`src/rtl/dcache_ctrl.sv`:
```
// Two-way set-associative write-back data-cache controller between the MEM stage and main memory.
// Latency: hit responds 2 cycles after accept; clean miss adds RF_REQ/RF_WAIT/FILL plus memory waits.
// Backpressure: cpu_req_ready only in IDLE; mem_req_* held stable until mem_req_ready.
//
// Ports:
//   clk, rst_n                  clock, synchronous active-low reset
//   cpu_req_* / cpu_resp_*      word load/store request and one-cycle response pulse
//   ram_index                   shared set index to tag0/tag1/data0/data1 RAMs
//   tagN_* / dataN_*            RAM read data (1-cycle registered address), write data and enables
//   mem_req_* / mem_resp_*      block writeback/refill port (valid/ready request, pulsed response)
//   hit_cnt, miss_cnt, wb_cnt   performance counters, present only with DCACHE_PERF_CNT_EN
//
// Optional feature macro: DCACHE_PERF_CNT_EN (adds the performance counter outputs).
module dcache_ctrl #(
    parameter int INDEX_BIT          = 10,
    parameter int BLOCK_SIZE_WORDS   = 4,
    parameter int NUMBER_OF_SETS     = 1024,
    parameter int TOTAL_TAG_SIZE_BIT = 23
) (
    input  logic                            clk,
    input  logic                            rst_n,
    input  logic                            cpu_req_valid,
    output logic                            cpu_req_ready,
    input  logic                            cpu_req_we,
    input  logic [31:0]                     cpu_req_addr,
    input  logic [31:0]                     cpu_req_wdata,
    output logic                            cpu_resp_valid,
    output logic [31:0]                     cpu_resp_rdata,
    output logic [INDEX_BIT-1:0]            ram_index,
    input  logic [TOTAL_TAG_SIZE_BIT-1:0]   tag0_rdata,
    input  logic [TOTAL_TAG_SIZE_BIT-1:0]   tag1_rdata,
    output logic [TOTAL_TAG_SIZE_BIT-1:0]   tag0_wdata,
    output logic [TOTAL_TAG_SIZE_BIT-1:0]   tag1_wdata,
    output logic                            tag0_we,
    output logic                            tag1_we,
    input  logic [BLOCK_SIZE_WORDS*32-1:0]  data0_rdata,
    input  logic [BLOCK_SIZE_WORDS*32-1:0]  data1_rdata,
    output logic [BLOCK_SIZE_WORDS*32-1:0]  data0_wdata,
    output logic [BLOCK_SIZE_WORDS*32-1:0]  data1_wdata,
    output logic                            data0_we,
    output logic                            data1_we,
    output logic                            mem_req_valid,
    input  logic                            mem_req_ready,
    output logic                            mem_req_we,
    output logic [31:0]                     mem_req_addr,
    output logic [BLOCK_SIZE_WORDS*32-1:0]  mem_req_wdata,
    input  logic                            mem_resp_valid,
    input  logic [BLOCK_SIZE_WORDS*32-1:0]  mem_resp_rdata
`ifdef DCACHE_PERF_CNT_EN
    ,
    output logic [31:0]                     hit_cnt,
    output logic [31:0]                     miss_cnt,
    output logic [31:0]                     wb_cnt
`endif
);

    localparam int BLK_W = BLOCK_SIZE_WORDS * 32;
    localparam int OFF_W = $clog2(BLOCK_SIZE_WORDS);
    localparam int IDX_W = $clog2(NUMBER_OF_SETS);
    localparam int TAG_W = 32 - INDEX_BIT - OFF_W;
    localparam int TT    = TOTAL_TAG_SIZE_BIT;
    localparam int V_B   = TT - 1;   // valid
    localparam int U_B   = TT - 2;   // used (most recently touched)
    localparam int D_B   = TT - 3;   // dirty

    typedef enum logic [2:0] {
        S_IDLE, S_LOOKUP, S_WB_REQ, S_RF_REQ, S_RF_WAIT, S_FILL
    } state_t;

    state_t            state_q, state_d;
    logic              req_we_q, req_we_d;
    logic [31:0]       req_addr_q, req_addr_d;
    logic [31:0]       req_wdata_q, req_wdata_d;
    logic              victim_q, victim_d;
    logic [TAG_W-1:0]  vic_tag_q, vic_tag_d;
    logic [BLK_W-1:0]  vic_blk_q, vic_blk_d;
    logic [TT-1:0]     oth_tag_q, oth_tag_d;   // tag entry of the non-victim way
    logic [BLK_W-1:0]  fill_blk_q, fill_blk_d;
    logic              resp_vld_q, resp_vld_d;
    logic [31:0]       resp_dat_q, resp_dat_d;

    logic [TT-1:0]     tag_rd  [2];
    logic [BLK_W-1:0]  data_rd [2];
    logic [TT-1:0]     tag_wd  [2];
    logic [BLK_W-1:0]  data_wd [2];
    logic              tag_wen [2];
    logic              data_wen[2];

    logic [TAG_W-1:0]  req_tag;
    logic [IDX_W-1:0]  req_idx;
    logic [OFF_W-1:0]  req_off;
    logic              hit0, hit1, hit_any, hit_way, vic_way;
    logic              mreq_vld;

    function automatic logic [BLK_W-1:0] put_word(input logic [BLK_W-1:0] blk,
                                                  input logic [OFF_W-1:0] off,
                                                  input logic [31:0]      w);
        logic [BLK_W-1:0] r;
        r = blk;
        r[{off, 5'd0} +: 32] = w;
        return r;
    endfunction

    function automatic logic [31:0] get_word(input logic [BLK_W-1:0] blk,
                                             input logic [OFF_W-1:0] off);
        return blk[{off, 5'd0} +: 32];
    endfunction

    assign tag_rd[0]  = tag0_rdata;
    assign tag_rd[1]  = tag1_rdata;
    assign data_rd[0] = data0_rdata;
    assign data_rd[1] = data1_rdata;

    assign req_tag = req_addr_q[31 -: TAG_W];
    assign req_idx = req_addr_q[OFF_W +: IDX_W];
    assign req_off = req_addr_q[OFF_W-1:0];

    assign hit0    = tag0_rdata[V_B] && (tag0_rdata[TAG_W-1:0] == req_tag);
    assign hit1    = tag1_rdata[V_B] && (tag1_rdata[TAG_W-1:0] == req_tag);
    assign hit_any = hit0 | hit1;
    assign hit_way = ~hit0;

    // Victim: an invalid way first (way0 preferred), else the way not recently used;
    // equal used bits fall back to way0.
    assign vic_way = tag0_rdata[V_B] &
                     (~tag1_rdata[V_B] | (tag0_rdata[U_B] & ~tag1_rdata[U_B]));

    always_comb begin
        state_d     = state_q;
        req_we_d    = req_we_q;
        req_addr_d  = req_addr_q;
        req_wdata_d = req_wdata_q;
        victim_d    = victim_q;
        vic_tag_d   = vic_tag_q;
        vic_blk_d   = vic_blk_q;
        oth_tag_d   = oth_tag_q;
        fill_blk_d  = fill_blk_q;
        resp_vld_d  = 1'b0;
        resp_dat_d  = resp_dat_q;
        for (int i = 0; i < 2; i++) begin
            tag_wd[i]   = '0;
            data_wd[i]  = '0;
            tag_wen[i]  = 1'b0;
            data_wen[i] = 1'b0;
        end
        mreq_vld      = 1'b0;
        mem_req_we    = 1'b0;
        mem_req_addr  = '0;
        mem_req_wdata = '0;
        cpu_req_ready = (state_q == S_IDLE);
        ram_index     = (state_q == S_IDLE) ? cpu_req_addr[OFF_W +: IDX_W] : req_idx;

        case (state_q)
            S_IDLE: begin
                if (cpu_req_valid) begin
                    req_we_d    = cpu_req_we;
                    req_addr_d  = cpu_req_addr;
                    req_wdata_d = cpu_req_wdata;
                    state_d     = S_LOOKUP;
                end
            end
            S_LOOKUP: begin
                if (hit_any) begin
                    tag_wen[hit_way] = 1'b1;
                    tag_wd[hit_way]  = {1'b1, 1'b1, tag_rd[hit_way][D_B] | req_we_q, req_tag};
                    if (tag_rd[~hit_way][V_B]) begin
                        tag_wen[~hit_way] = 1'b1;
                        tag_wd[~hit_way]  = {1'b1, 1'b0, tag_rd[~hit_way][D_B],
                                             tag_rd[~hit_way][TAG_W-1:0]};
                    end
                    if (req_we_q) begin
                        data_wen[hit_way] = 1'b1;
                        data_wd[hit_way]  = put_word(data_rd[hit_way], req_off, req_wdata_q);
                    end
                    resp_vld_d = 1'b1;
                    resp_dat_d = req_we_q ? 32'd0 : get_word(data_rd[hit_way], req_off);
                    state_d    = S_IDLE;
                end else begin
                    // Snapshot victim and sibling state so later states do not depend
                    // on the RAM read port staying undisturbed.
                    victim_d  = vic_way;
                    vic_tag_d = tag_rd[vic_way][TAG_W-1:0];
                    vic_blk_d = data_rd[vic_way];
                    oth_tag_d = tag_rd[~vic_way];
                    state_d   = (tag_rd[vic_way][V_B] && tag_rd[vic_way][D_B]) ? S_WB_REQ
                                                                               : S_RF_REQ;
                end
            end
            S_WB_REQ: begin
                mreq_vld      = 1'b1;
                mem_req_we    = 1'b1;
                mem_req_addr  = {vic_tag_q, req_idx, {OFF_W{1'b0}}};
                mem_req_wdata = vic_blk_q;
                if (mem_req_ready) state_d = S_RF_REQ;
            end
            S_RF_REQ: begin
                mreq_vld     = 1'b1;
                mem_req_addr = {req_tag, req_idx, {OFF_W{1'b0}}};
                if (mem_req_ready) state_d = S_RF_WAIT;
            end
            S_RF_WAIT: begin
                if (mem_resp_valid) begin
                    fill_blk_d = mem_resp_rdata;
                    state_d    = S_FILL;
                end
            end
            S_FILL: begin
                tag_wen[victim_q]  = 1'b1;
                tag_wd[victim_q]   = {1'b1, 1'b1, req_we_q, req_tag};
                data_wen[victim_q] = 1'b1;
                data_wd[victim_q]  = req_we_q ? put_word(fill_blk_q, req_off, req_wdata_q)
                                              : fill_blk_q;
                if (oth_tag_q[V_B]) begin
                    tag_wen[~victim_q] = 1'b1;
                    tag_wd[~victim_q]  = {1'b1, 1'b0, oth_tag_q[D_B], oth_tag_q[TAG_W-1:0]};
                end
                resp_vld_d = 1'b1;
                resp_dat_d = req_we_q ? 32'd0 : get_word(fill_blk_q, req_off);
                state_d    = S_IDLE;
            end
            default: state_d = S_IDLE;
        endcase
    end

    // Enables are qualified by rst_n so a reset cycle never commits a RAM write.
    assign tag0_we       = tag_wen[0]  & rst_n;
    assign tag1_we       = tag_wen[1]  & rst_n;
    assign data0_we      = data_wen[0] & rst_n;
    assign data1_we      = data_wen[1] & rst_n;
    assign tag0_wdata    = tag_wd[0];
    assign tag1_wdata    = tag_wd[1];
    assign data0_wdata   = data_wd[0];
    assign data1_wdata   = data_wd[1];
    assign mem_req_valid = mreq_vld & rst_n;

    assign cpu_resp_valid = resp_vld_q;
    assign cpu_resp_rdata = resp_dat_q;

    always_ff @(posedge clk) begin
        if (!rst_n) begin
            state_q    <= S_IDLE;
            resp_vld_q <= 1'b0;
            resp_dat_q <= '0;
        end else begin
            state_q    <= state_d;
            resp_vld_q <= resp_vld_d;
            resp_dat_q <= resp_dat_d;
        end
    end

    // Datapath holding registers are only consumed after being loaded, so no reset.
    always_ff @(posedge clk) begin
        req_we_q    <= req_we_d;
        req_addr_q  <= req_addr_d;
        req_wdata_q <= req_wdata_d;
        victim_q    <= victim_d;
        vic_tag_q   <= vic_tag_d;
        vic_blk_q   <= vic_blk_d;
        oth_tag_q   <= oth_tag_d;
        fill_blk_q  <= fill_blk_d;
    end

`ifdef DCACHE_PERF_CNT_EN
    logic [31:0] hit_cnt_q, miss_cnt_q, wb_cnt_q;

    always_ff @(posedge clk) begin
        if (!rst_n) begin
            hit_cnt_q  <= '0;
            miss_cnt_q <= '0;
            wb_cnt_q   <= '0;
        end else begin
            if (state_q == S_LOOKUP && hit_any)       hit_cnt_q  <= hit_cnt_q + 32'd1;
            if (state_q == S_LOOKUP && !hit_any)      miss_cnt_q <= miss_cnt_q + 32'd1;
            if (state_q == S_WB_REQ && mem_req_ready) wb_cnt_q   <= wb_cnt_q + 32'd1;
        end
    end

    assign hit_cnt  = hit_cnt_q;
    assign miss_cnt = miss_cnt_q;
    assign wb_cnt   = wb_cnt_q;
`endif

endmodule

```
`config.mk`:
```
export PLATFORM = sky130hd
export DESIGN_NAME = dcache_ctrl
export DESIGN_NICKNAME = d
export VERILOG_FILES = /design/src/rtl/dcache_ctrl.sv
export SDC_FILE = /design/constraint.sdc
export NUM_CORES = 1
export LEC_CHECK = 0
export ABC_AREA = 1
export CORE_AREA = 3 3 388 390
export DETAILED_ROUTE_END_ITERATION = 7
export DIE_AREA = 0 0 391 393
export GPL_TIMING_DRIVEN = 1
export PLACE_DENSITY_LB_ADDON = 0.05
export RECOVER_POWER = 25
export SLEW_MARGIN = 20
export SYNTH_ARGS = -nofsm -noshare
export SYNTH_HDL_FRONTEND = slang
export SYNTH_SLANG_ARGS = --single-unit
```
`constraint.sdc`:
```
create_clock -name clk -period 9.8 [get_ports clk]
set_input_delay 1.96 -clock clk [delete_from_list [all_inputs] [get_ports clk]]
set_output_delay 1.96 -clock clk [all_outputs]
set_load 0.005 [all_outputs]
```
Word level (Yosys, flattened, before mapping)

Index checks and enable logic that the tools add are counted.

Register bits after elaboration: 401
Input port bits: 500
Logic and storage cells: 156

Add/subtract/negate cells: 1
Magnitude comparators: 10
Eq/ne operators: 12
Shifts and indexed selects: 4
Multiplexer cells: 75
Bitwise gates (word level): 28
Reductions and logical operators: 15

Operators with widths:

| cell                                                     | number |
|---|---|
| two-way mux 128 bit                                      | 10 |
| AND 256 bit                                              | 2 |
| two-way mux 256 bit                                      | 2 |
| one-hot mux 256 bit (2 select lines)                     | 1 |
| two-way mux 23 bit                                       | 13 |
| bitwise mux 128 bit                                      | 2 |
| demux 128 bit (select 1 bit)                             | 2 |
| indexed part select 128 x 8 -> 32 bit                    | 2 |
| two-way mux 46 bit                                       | 3 |
| one-hot mux 32 bit (2 select lines)                      | 2 |
| variable shift 32 x 9 -> 128 bit, first input constant   | 1 |
| indexed part select 32 x 9 -> 128 bit                    | 1 |
| two-way mux 32 bit                                       | 3 |
| AND 46 bit                                               | 2 |
| bitwise mux 46 bit                                       | 2 |
| demux 23 bit (select 1 bit)                              | 4 |
| one-hot mux 46 bit (2 select lines)                      | 1 |
| two-way mux 21 bit                                       | 3 |
| equality test 20 bit                                     | 2 |
| one-hot mux 3 bit (5 select lines)                       | 1 |
| greater-or-equal comparator 2 bit, second input constant | 6 |
| two-way mux 2 bit                                        | 6 |
| two-way mux 3 bit                                        | 4 |
| inverter 1 -> 2 bit                                      | 6 |
| other kinds (21)                                         | 64 |

Logic depth before layout (Yosys ltp)

Depth in word-level cells: 13
Gate-level depth with buffers: 16
Gate-level depth less buffers: 15

Worst setup path after synthesis

No wires, ideal clock.

Path type: in2reg
From: in mem_resp_valid
To: reg fill_blk_q[0], enable pin
Setup time: 0.616 ns
Data arrival time: 7.289 ns
Required time: 9.184 ns
Path slack: 1.894 ns
Stages on the path: 2
Path buffers: 0
Cell sequence: inv_1 > nor2_1

Cells in the longest elaborated chain, start to end: 1

Ends and longest elaborated chain:

| what                          | line | text |
|---|---|---|
| start, declared               | 47   | `input logic mem_resp_valid,` |
| AND reduction 2 bit (no line) | n/a  |  |
| end signal, assigned          | 260  | `fill_blk_q <= fill_blk_d;` |
| end, declared                 | 78   | `logic [BLK_W-1:0] fill_blk_q, fill_blk_d;` |

Every way passes these cells.
A chain may end at the register's enable or synchronous reset.

Worst setup path in the final report

From: in mem_resp_valid
To: reg fill_blk_q[42], enable pin

Same word-level chain as after synthesis.

==> impl_metrics.env <==
export IMPL_slew_viol_final=152
export IMPL_place_area_um2=39790
export IMPL_via_count=34970
export IMPL_p_leak_nw=16.22
export IMPL_finalWorstSetupSlack_ps=1496
export IMPL_final_hold_viol_count=0
export IMPL_die_area_um2=153700
export IMPL_overflow=0
export IMPL_pwr_density_cell_nw_per_um2=194.3
export IMPL_yosysTopAreaCell="edfxtp_1"
export IMPL_hold_ws_ps=465.8
export IMPL_cpMaxStageDelayCell="clkbuf_1"
export IMPL_critPathTopFamily="buffers and inverters"
export IMPL_relSlewSlack_pct=-430.4
export IMPL_final_antenna_net_count=0
export IMPL_area_delta_synth_final_pct=50.26
export IMPL_start_kind="primary input"
export IMPL_outcome="finished, violations left"
export IMPL_io_pins=1012
export IMPL_fin_setup_tns_ps=0
export IMPL_critPathKind="primary input to flip-flop"
export IMPL_avgSynthCellArea_um2=6.898
export IMPL_violations="max-capacitance violations, max-slew violations"
export IMPL_cts_resized=0
export IMPL_grt_max_degree=172
export IMPL_nFillCells=16360
export IMPL_critPathCaptureType="flip-flop"
export IMPL_portBuffers=1009
export IMPL_final_cells=6898
export IMPL_cts_sinks=400
export IMPL_gp_congestion=0.9512
export IMPL_hold_class="flip-flop to flip-flop"
export IMPL_grt_pass1_vias=32330
export IMPL_cts_path_max_buffers=3
export IMPL_cp_num_buf_inv=3
export IMPL_cts_inserted_buffers=58
export IMPL_max_cap_violations=2
export IMPL_synth_distinct_cells=34
export IMPL_layout_min_cycle_time_ps=8304
export IMPL_skew_ps=32.89
export IMPL_dpl_cell_count=6734
export IMPL_fmax_mhz=120.4
export IMPL_required_ps=9860
export IMPL_critical_path_max_stage_delay_ps=5400
export IMPL_cts_max_level=2
export IMPL_finalCritPeriodShare_pct=84.73
export IMPL_antenna_found_initial=97
export IMPL_clk_latency_ps=700
export IMPL_fp_dieW_um=391
export IMPL_dpl_hpwl_um=199700
export IMPL_grt_pass1_wl_um=321100
export IMPL_final_cell_area_um2=41950
export IMPL_die_h_um=393
export IMPL_ys_seq_elements=400
export IMPL_post_cts_setup_buffers=0
export IMPL_cts_clk_slew_worst_paths_ps=60
export IMPL_irDropWorstVdd_uv=151.1
export IMPL_crit_fanout=128
export IMPL_grtUsageTotal_pct=31.04
export IMPL_arrival_ps=8370
export IMPL_cp_cell_sequence="dlygate4sd3_1 -> inv_1 -> nor2_4 -> clkbuf_1"
export IMPL_cts_hold_buf=0
export IMPL_cts_tree="built"
export IMPL_yosys_top_cells_area="edfxtp_1 39%, nand2_1 15%, o21ai_0 11%, inv_1 6.3%, nor2_1 5.0%"
export IMPL_core_um2=147500
export IMPL_synth_top_area_share_pct=39.16
export IMPL_final_layout_size_suffix_gt1_share_pct=4.558
export IMPL_start_util_pct=18.93
export IMPL_dr_pass1_iters=6
export IMPL_rows=141
export IMPL_tightest_slew_ps=7956
export IMPL_final_cell_mix="1,101 x nand2_1, 814 x clkdlybuf4s50_1, 619 x o21ai_0, 467 x inv_1"
export IMPL_wire_per_inst_um=36.26
export IMPL_setup_viol=0
export IMPL_final_seq_area_um2=11650
export IMPL_finalNetCount=5369
export IMPL_layout_commonest_cell="nand2_1"
export IMPL_dp_slack_ps=1469
export IMPL_synthCells=4047
export IMPL_drc=0
export IMPL_rsz0062_at_grt="false"
export IMPL_via_per_inst=5.069
export IMPL_multi_input_area_um2=13230
export IMPL_ys_warn_count=0
export IMPL_routed_wl_um=250100
export IMPL_yosysSeqAreaShare_pct=41.74
export IMPL_cts_root_buf="clkbuf_16"
export IMPL_netlist_area_um2=27920
export IMPL_drt_first_iter_violations=4385
## metal layers
| layer | vias to the layer above | part of all wire [%] | global-route usage (%) |
|---|---|---|---|
| met2 | 2147 | 42 | 45.03 |
| met3 | 301 | 9.1 | 6.845 |
| met4 | 20 | 3.0 | 9.021 |
| met1 | 17270 | 46 | 45.55 |
| met5 | - | 0.054 | 0 |
| li1 | 15230 | - | - |
## report_power, final
group | internal [W] | switching [W]
clock network | 0.00137 | 0.000935
logic | 0.000927 | 0.00234
registers | 0.00234 | 0.000238
total | 0.00463 | 0.00352
## metrics by stage
step	power [W]	utilization, %
after CTS	0.008153	28.35
after detailed placement	0.005807	26.98
after global placement	0.005833	26.98
after global routing	0.008443	28.40
final	0.008150	28.44
after floorplan	0.003871	-
## logic make-up (layout without fill, tap and decap cells)
family	count (synthesis)	after routing	share of synthesized area [%]
compound gates	953	953	18.87
buf+inv	805	1671	11.28
other cells	1	56	0.01343
simple gates	1877	1877	27.70
flops	400	400	41.74
xor+xnor	7	7	0.2196
fa+ha+maj	4	4	0.1793
## worst min-delay path, stage by stage, from the launching register on
cell and delay (ps):
dfxtp_1 310, nand2_1 60, a21oi_1 50
## area by class of cell
class	count	share of cell area (%)
clock inverters	38	1.178
inverters	490	4.409
clock buffers	71	3.627
multi-input cells	2843	31.54
diodes	54	0.3221
repair buffers	1072	25.39
well taps	1930	5.757
flip-flops and latches	400	27.78
## synthesized netlist by cell type
library cell and count:
a31oi_1 127, nand2_1 1106, buf_4 7, o211ai_1 1
a21oi_1 82, inv_2 18, nand3_2 1, buf_2 38
o221ai_1 3, xnor2_1 6, or2_1 1, o221a_2 32
nand4_1 130, o21ai_1 43, dfxtp_1 36, buf_1 24
edfxtp_1 364, ha_1 4, xor2_1 1, nor2_2 2
a2111oi_0 1, o21ai_0 619, nand3_1 263, o22ai_1 2
a32oi_1 10, a211oi_1 1, nor2_1 369, buf_6 7
a21o_1 32, inv_1 472, conb_1 1, nor3_1 3
nor2_4 2, clkbuf_1 239
## worst paths after layout
path                                    startpoint            endpoint  slack (ps)  depth (start not counted)
worst max-delay path                mem_resp_valid      fill_blk_q[42]        1500                          4
worst min-delay path            cpu_resp_rdata[26]  cpu_resp_rdata[26]         470                          2
worst max register to register          state_q[2]      fill_blk_q[42]        2330                          4
worst min register to register  cpu_resp_rdata[26]  cpu_resp_rdata[26]         470                          2
## sequential cells by signal, indices dropped and copies added, names as in the netlist, 3 cells and up
signal          count
fill_blk_q        128
vic_blk_q         128
cpu_resp_rdata     32
req_addr_q         32
req_wdata_q        32
oth_tag_q          22
vic_tag_q          20
state_q             3
No activity file was read; power rests on OpenSTA's default activity.
